### src/rtl/hdmi_period_sequencer.sv
// Fixed-latency (11 clock) pipe that turns a VGA-style stream into per-channel TMDS period
// types, control bits and pixel bytes, inserting the video preamble and leading guard band.
module hdmi_period_sequencer #(
   parameter logic OPT_DVI = 1'b0
) (
   input  logic        i_clk,
   input  logic        i_reset_n,
   input  logic        i_hsync,
   input  logic        i_vsync,
   input  logic        i_de,
   input  logic [23:0] i_pixel,
   output logic        o_gtype,
   output logic [1:0]  o_dtype,
   output logic [5:0]  o_ctl,
   output logic [23:0] o_data,
   output logic        o_err
);

   localparam int LAST = 10;

   // Stage k of every delay line holds the sample taken k edges ago; stage LAST feeds the outputs.
   logic [LAST:0] de_q;
   logic [LAST:0] hs_q;
   logic [LAST:0] vs_q;
   logic [LAST:0] pre_q;
   logic [LAST:0] grd_q;
   logic [23:0]   pix_q [LAST+1];
   logic          err_pend;

   logic          rise;
   logic          short_gap;
   logic [LAST:0] pre_win;
   logic [LAST:0] grd_win;

   // A rise tags the ten samples already in flight ahead of it: two guard, then eight preamble.
   assign rise      = i_de & ~de_q[0] & ~OPT_DVI;
   assign short_gap = rise & (|de_q[LAST-1:0]);
   assign pre_win   = rise ? 11'h7F8 : 11'h000;
   assign grd_win   = rise ? 11'h006 : 11'h000;

   always_ff @(posedge i_clk or negedge i_reset_n) begin
      if (!i_reset_n) begin
         de_q     <= '0;
         hs_q     <= '0;
         vs_q     <= '0;
         pre_q    <= '0;
         grd_q    <= '0;
         for (int k = 0; k <= LAST; k++) begin
            pix_q[k] <= '0;
         end
         err_pend <= 1'b0;
         o_gtype  <= 1'b0;
         o_dtype  <= 2'b01;
         o_ctl    <= '0;
         o_data   <= '0;
         o_err    <= 1'b0;
      end else begin
         de_q     <= {de_q[LAST-1:0], i_de};
         hs_q     <= {hs_q[LAST-1:0], i_hsync};
         vs_q     <= {vs_q[LAST-1:0], i_vsync};
         pre_q    <= {pre_q[LAST-1:0], 1'b0} | pre_win;
         grd_q    <= {grd_q[LAST-1:0], 1'b0} | grd_win;
         pix_q[0] <= i_pixel;
         for (int k = 1; k <= LAST; k++) begin
            pix_q[k] <= pix_q[k-1];
         end
         err_pend <= short_gap;
         o_err    <= err_pend;
         o_gtype  <= 1'b0;

         // Slot priority: video, then guard, then preamble, then plain control.
         if (de_q[LAST]) begin
            o_dtype <= 2'b11;
            o_ctl   <= {4'b0000, vs_q[LAST], hs_q[LAST]};
            o_data  <= pix_q[LAST];
         end else if (grd_q[LAST]) begin
            o_dtype <= 2'b00;
            o_ctl   <= {4'b0000, vs_q[LAST], hs_q[LAST]};
            o_data  <= '0;
         end else if (pre_q[LAST]) begin
            o_dtype <= 2'b01;
            o_ctl   <= {4'b0001, vs_q[LAST], hs_q[LAST]};
            o_data  <= '0;
         end else begin
            o_dtype <= 2'b01;
            o_ctl   <= {4'b0000, vs_q[LAST], hs_q[LAST]};
            o_data  <= '0;
         end
      end
   end

endmodule

### config.mk
export PLATFORM = sky130hd
export DESIGN_NAME = hdmi_period_sequencer
export DESIGN_NICKNAME = d
export VERILOG_FILES = /design/src/rtl/hdmi_period_sequencer.sv
export SDC_FILE = /design/constraint.sdc
export NUM_CORES = 1
export LEC_CHECK = 0
export ABC_AREA = 0
export ABC_CLOCK_PERIOD_IN_PS = 1800
export CAP_MARGIN = 20
export CORE_MARGIN = 2
export CORE_UTILIZATION = 55
export CTS_CLUSTER_SIZE = 12
export DETAILED_ROUTE_END_ITERATION = 10
export GPL_TIMING_DRIVEN = 0
export PLACE_DENSITY = 0.74
export SLEW_MARGIN = 10
export SYNTH_ARGS = -nofsm -noshare
export SYNTH_HDL_FRONTEND = slang
export SYNTH_SLANG_ARGS = --single-unit
### constraint.sdc
create_clock -name i_clk -period 1.8 [get_ports i_clk]
set_input_delay 0.45 -clock i_clk [delete_from_list [all_inputs] [get_ports i_clk]]
set_output_delay 0.45 -clock i_clk [all_outputs]
set_load 0.02 [all_outputs]
**After elaboration in Yosys (flattened, before gate mapping)**

Cells that the tools add are included.
Widths: inputs -> output; s select.

- Flip-flop bits (word level): 353
- Latch bits: 0
- RAM bits: 0
- Memory bits (read-only): 0
- Bits of input ports: 29
- Output and inout bits: 34
- Logic and storage cells: 35
- Memories kept: 0

- Add/sub/neg operators: 0
- Multipliers: 0
- Divide/modulo/power cells: 0
- Order comparisons: 0
- Equal/unequal tests: 0
- Shifts and indexed selects: 0
- Mux-type cells: 8
- Bitwise gates (word level): 5
- Reduce and logical (&&, ||, !) cells: 1

Operators with widths:

| kind | count |
|---|---|
| $mux 24 | 1 |
| $mux 11 | 1 |
| $or 11x11->11 | 1 |
| $or 11x3->11 | 1 |
| $reduce_or 10->1 | 1 |
| $mux 3 | 3 |
| $mux 6 | 1 |
| $and 1x1->1 | 2 |
| $mux 2 | 1 |
| $mux 1 | 1 |
| $not 1->1 | 1 |

**Depth between registers and ports, before layout**

- Word-level depth: 4
- Gate-level depth with buffers: 2

**Worst setup path after synthesis**

Ideal clock, no wire load.

- Path kind: reg-to-output
- From: reg o_dtype[0]
- To: out o_dtype[0]
- Data arrival time: 0.554 ns
- Data required time: 1.350 ns
- Slack: 0.796 ns
- Stages on the path, launching flop included: 1
- Buffers on the path: 0
- Cell sequence: dfstp_2

RTL lines:

| element | line | text |
|---|---|---|
| start, declared | 13 | `output logic [1:0] o_dtype,` |
| start signal, assigned | 53 | `o_dtype <= 2'b01;` |
| start signal, assigned | 73 | `o_dtype <= 2'b11;` |
| start signal, assigned | 77 | `o_dtype <= 2'b00;` |

No word-level cell between the ends.

**Final worst setup path**

- From: reg o_dtype[0]
- To: out o_dtype[0]

No word-level cell between the ends.

==> impl_results.md <==
- CP max-delay cell: dfstp_2
- Core footprint: approximately 0.016 mm²
- Post-synthesis register bit count: roughly 340
- Critical Path End Type: primary output
- Initial detailed-routing violation count: 258
- Critical Path Stages: 1
- Min Tclk post-route: approximately 1800 ps
- DRC Markers: 0
- First-pass GRT wire length: slightly below 20 mm
- Clock transition at path regs: 60 ps
- Row cnt: 46
- Vias in the first global route: 3644
- Die area: 0.0172 mm²
- Area of the multi-input gates: 263 µm²
- GRT Residual Overflow: 0
- Wire per inst: 16.7 µm
- Sequential element share of the synthesized area: a little over nine tenths
- Synth warn: 0
- I/O Pins: 63
- Post-place setup slack: 120 ps
- Max IR drop VDD: around 0.81 mV
- Via density: 4.38
- Delay-heaviest family, CP: flip-flops
- Slew headroom: 44.5%
- Syn_area_per_cell: 22.9 µm²
- Maximum clock path buffer count: 3
- Primary FF master, synth: dfrtp_1
- Static Leak: 0.00502 µW
- Setup violators final: 0
- Fraction of layout cells with a size suffix above 1: 10.9%
- Tcrit/Tclk final: just under 100%
- # Post-CTS Setup Buffers: 0
- Critical Path RT: 1350 ps
- Critical Path AT: ~1300 ps
- Detailed Place HPWL: 4.79 mm
- Async SR Flop Fraction: 100%
- Most frequent cell after synthesis: dfrtp_1
- Worst skew pair latency: 490 ps
- Root buf cell: clkbuf_16
- Critical Path Source: o_dtype[0]
- Pwr dens: 1400 mW/mm²
- Peak Freq: 566 MHz
- Power, Total: 15100 µW
- Cell depth of the worst flop-to-flop path: 2
- Area Overhead vs Synth: 21.1%
- Cell Area, Synth: around 0.009 mm²
- Largest net degree at the start of global routing: 134
- RR Startpoint: de_q[7]
- Hold violation count in the final report: 0
- Fin nets: between 500 and 600
- Via Count: 3125
- Kind of critical path: flip-flop to primary output
- Yosys top cell by area: dfrtp_1
- # fillers: 979
- Die Y: about 130 µm
- Pins Over Slew Limit: 0
- Seq. cell area: about 0.0086 mm²
- Final GP Congestion: 0.621
- Hold WC Path Type: primary input to asynchronous set/reset pin
- Diodes inserted: 0
- Fin worst setup slack: roughly 34 ps
- Worst Path Buf+Inv: 1
- Crit path cell chain: dlygate4sd2_1
- CTS Buf Count: 35
- H-tree Lvls: 2
- Worst reg-to-reg setup slack: 810 ps
- Total Routing Usage GR: 15.3%
- R2r endpoint: err_pend
- Clock skew: 8.99 ps
- Synth unique cells: 14
- Initial core utilization: 56.1%
- Setup TNS: 0 ps
- Slowest Stage Delay on Critical Path: ~510 ps
- Post-synth top cells: 343 x dfrtp_1, 24 x and2_1, 8 x nand2b_1
- Post-synth EDFFs: 0
- Top post-synthesis cells by area: dfrtp_1 96%, and2_1 1.7%, nand2b_1 0.56%, buf_4 0.34%, dfstp_2 0.29%
- Pre-Repair DR Iteration Count: 4
- Port buffer count: 58
- CTS tree: built
- Slew @ Worst Pin: ~830 ps
- RSZ-0062 raised after global routing: no
- Crit path launch type: flip-flop
- DRT Wirelength: 11.9 mm
- Detail Route Antenna Nets: 0
- Worst Hold Slack: ~21 ps
- Initial antenna violation count: 0
- Max-cap violations: 0
- Die Span X: 131 µm
- Clk sink count: 344
- Critical path peak fanout: 1
- Status: completed
- Yosys top cell area share: 96.3%
- Cells after synthesis: approximately 400
cell usage in the layout (no fill, tap or decap), types with 2 or more instances in the layout:
master | Yosys | layout
nand2b_1 | 8 | 8
conb_1 | 1 | 4
and2_1 | 24 | 24
buf_6 | 2 | 2
clkbuf_1 | 0 | 2
clkbuf_16 | 0 | 37
dfrtp_1 | 343 | 343
clkdlybuf4s50_1 | 0 | 27
buf_4 | 4 | 4
dlygate4sd2_1 | 0 | 30
clkbuf_8 | 0 | 4
buf_16 | 0 | 2
what timing repair did:
action	in CTS	in global routing
gates resized for setup	30	0
setup endpoints to repair	30	0
hold buffers	0	0
worst max-delay path by stage:
stage	slack [ps]	end
after global routing	0.9	o_dtype[0]
final	30	o_dtype[0]
after CTS	5	o_dtype[0]
after detailed placement	120	o_data[19]
after floorplan	800	o_dtype[0]
after global placement	-12560	de_q[10]
per-layer routing:
layer / vias up / part of all wire [%] / GRT usage (%) / routed length (µm)
li1: 1385 / - / - / -
met5: - / 0 / 0 / 0
met4: 0 / 2.5 / 5.86 / 302
met1: 1641 / 42 / 20.2 / 5060
met2: 76 / 51 / 25.0 / 6080
met3: 23 / 4.1 / 3.90 / 488
per-stage QoR:
step           utilization (%)  cell area, µm²  std cells
6_report                  68.0           10800        713
5_1_grt                   68.0           10800        713
4_1_cts                   68.0           10800        713
3_5_place_dp              61.9            9840        669
3_3_place_gp              61.6            9780        667
2_1_floorplan                -            8930        393
registers in the layout, indices dropped and copies added, names as in the netlist:
| name | count |
|---|---|
| grd_q | 10 |
| o_err | 1 |
| o_ctl | 3 |
| pre_q | 6 |
| hs_q | 11 |
| de_q | 11 |
| o_dtype | 2 |
| o_data | 24 |
| err_pend | 1 |
| vs_q | 11 |
| pix_q | 264 |
power by group:
group          switching [µW]  internal, µW  leakage, µW
clock                    2610          3810     0.000491
sequential                136          8140      0.00404
combinational             234           133     0.000489
final cells by class:
| cell class | count | share of cell area, % |
|---|---|---|
| Sequential cell | 344 | 79.7 |
| Clock buffer | 43 | 9.15 |
| Timing Repair Buffer | 60 | 5.58 |
| Tap cell | 216 | 2.50 |
| Multi-Input combinational cell | 42 | 2.43 |
| Buffer | 6 | 0.487 |
| Clock inverter | 1 | 0.0811 |
| Inverter | 1 | 0.0348 |
logic make-up (layout without fill, tap and decap cells):
| logic type | after synthesis | count (layout) | synth area share, % |
|---|---|---|---|
| AOI/OAI and AO/OA | 1 | 1 | 0.0702 |
| buffers and inverters | 7 | 111 | 0.631 |
| DFF | 344 | 344 | 96.5 |
| other | 1 | 4 | 0.0421 |
| and+or+nand+nor | 37 | 37 | 2.71 |
No activity file was read; power rests on OpenSTA's default activity.
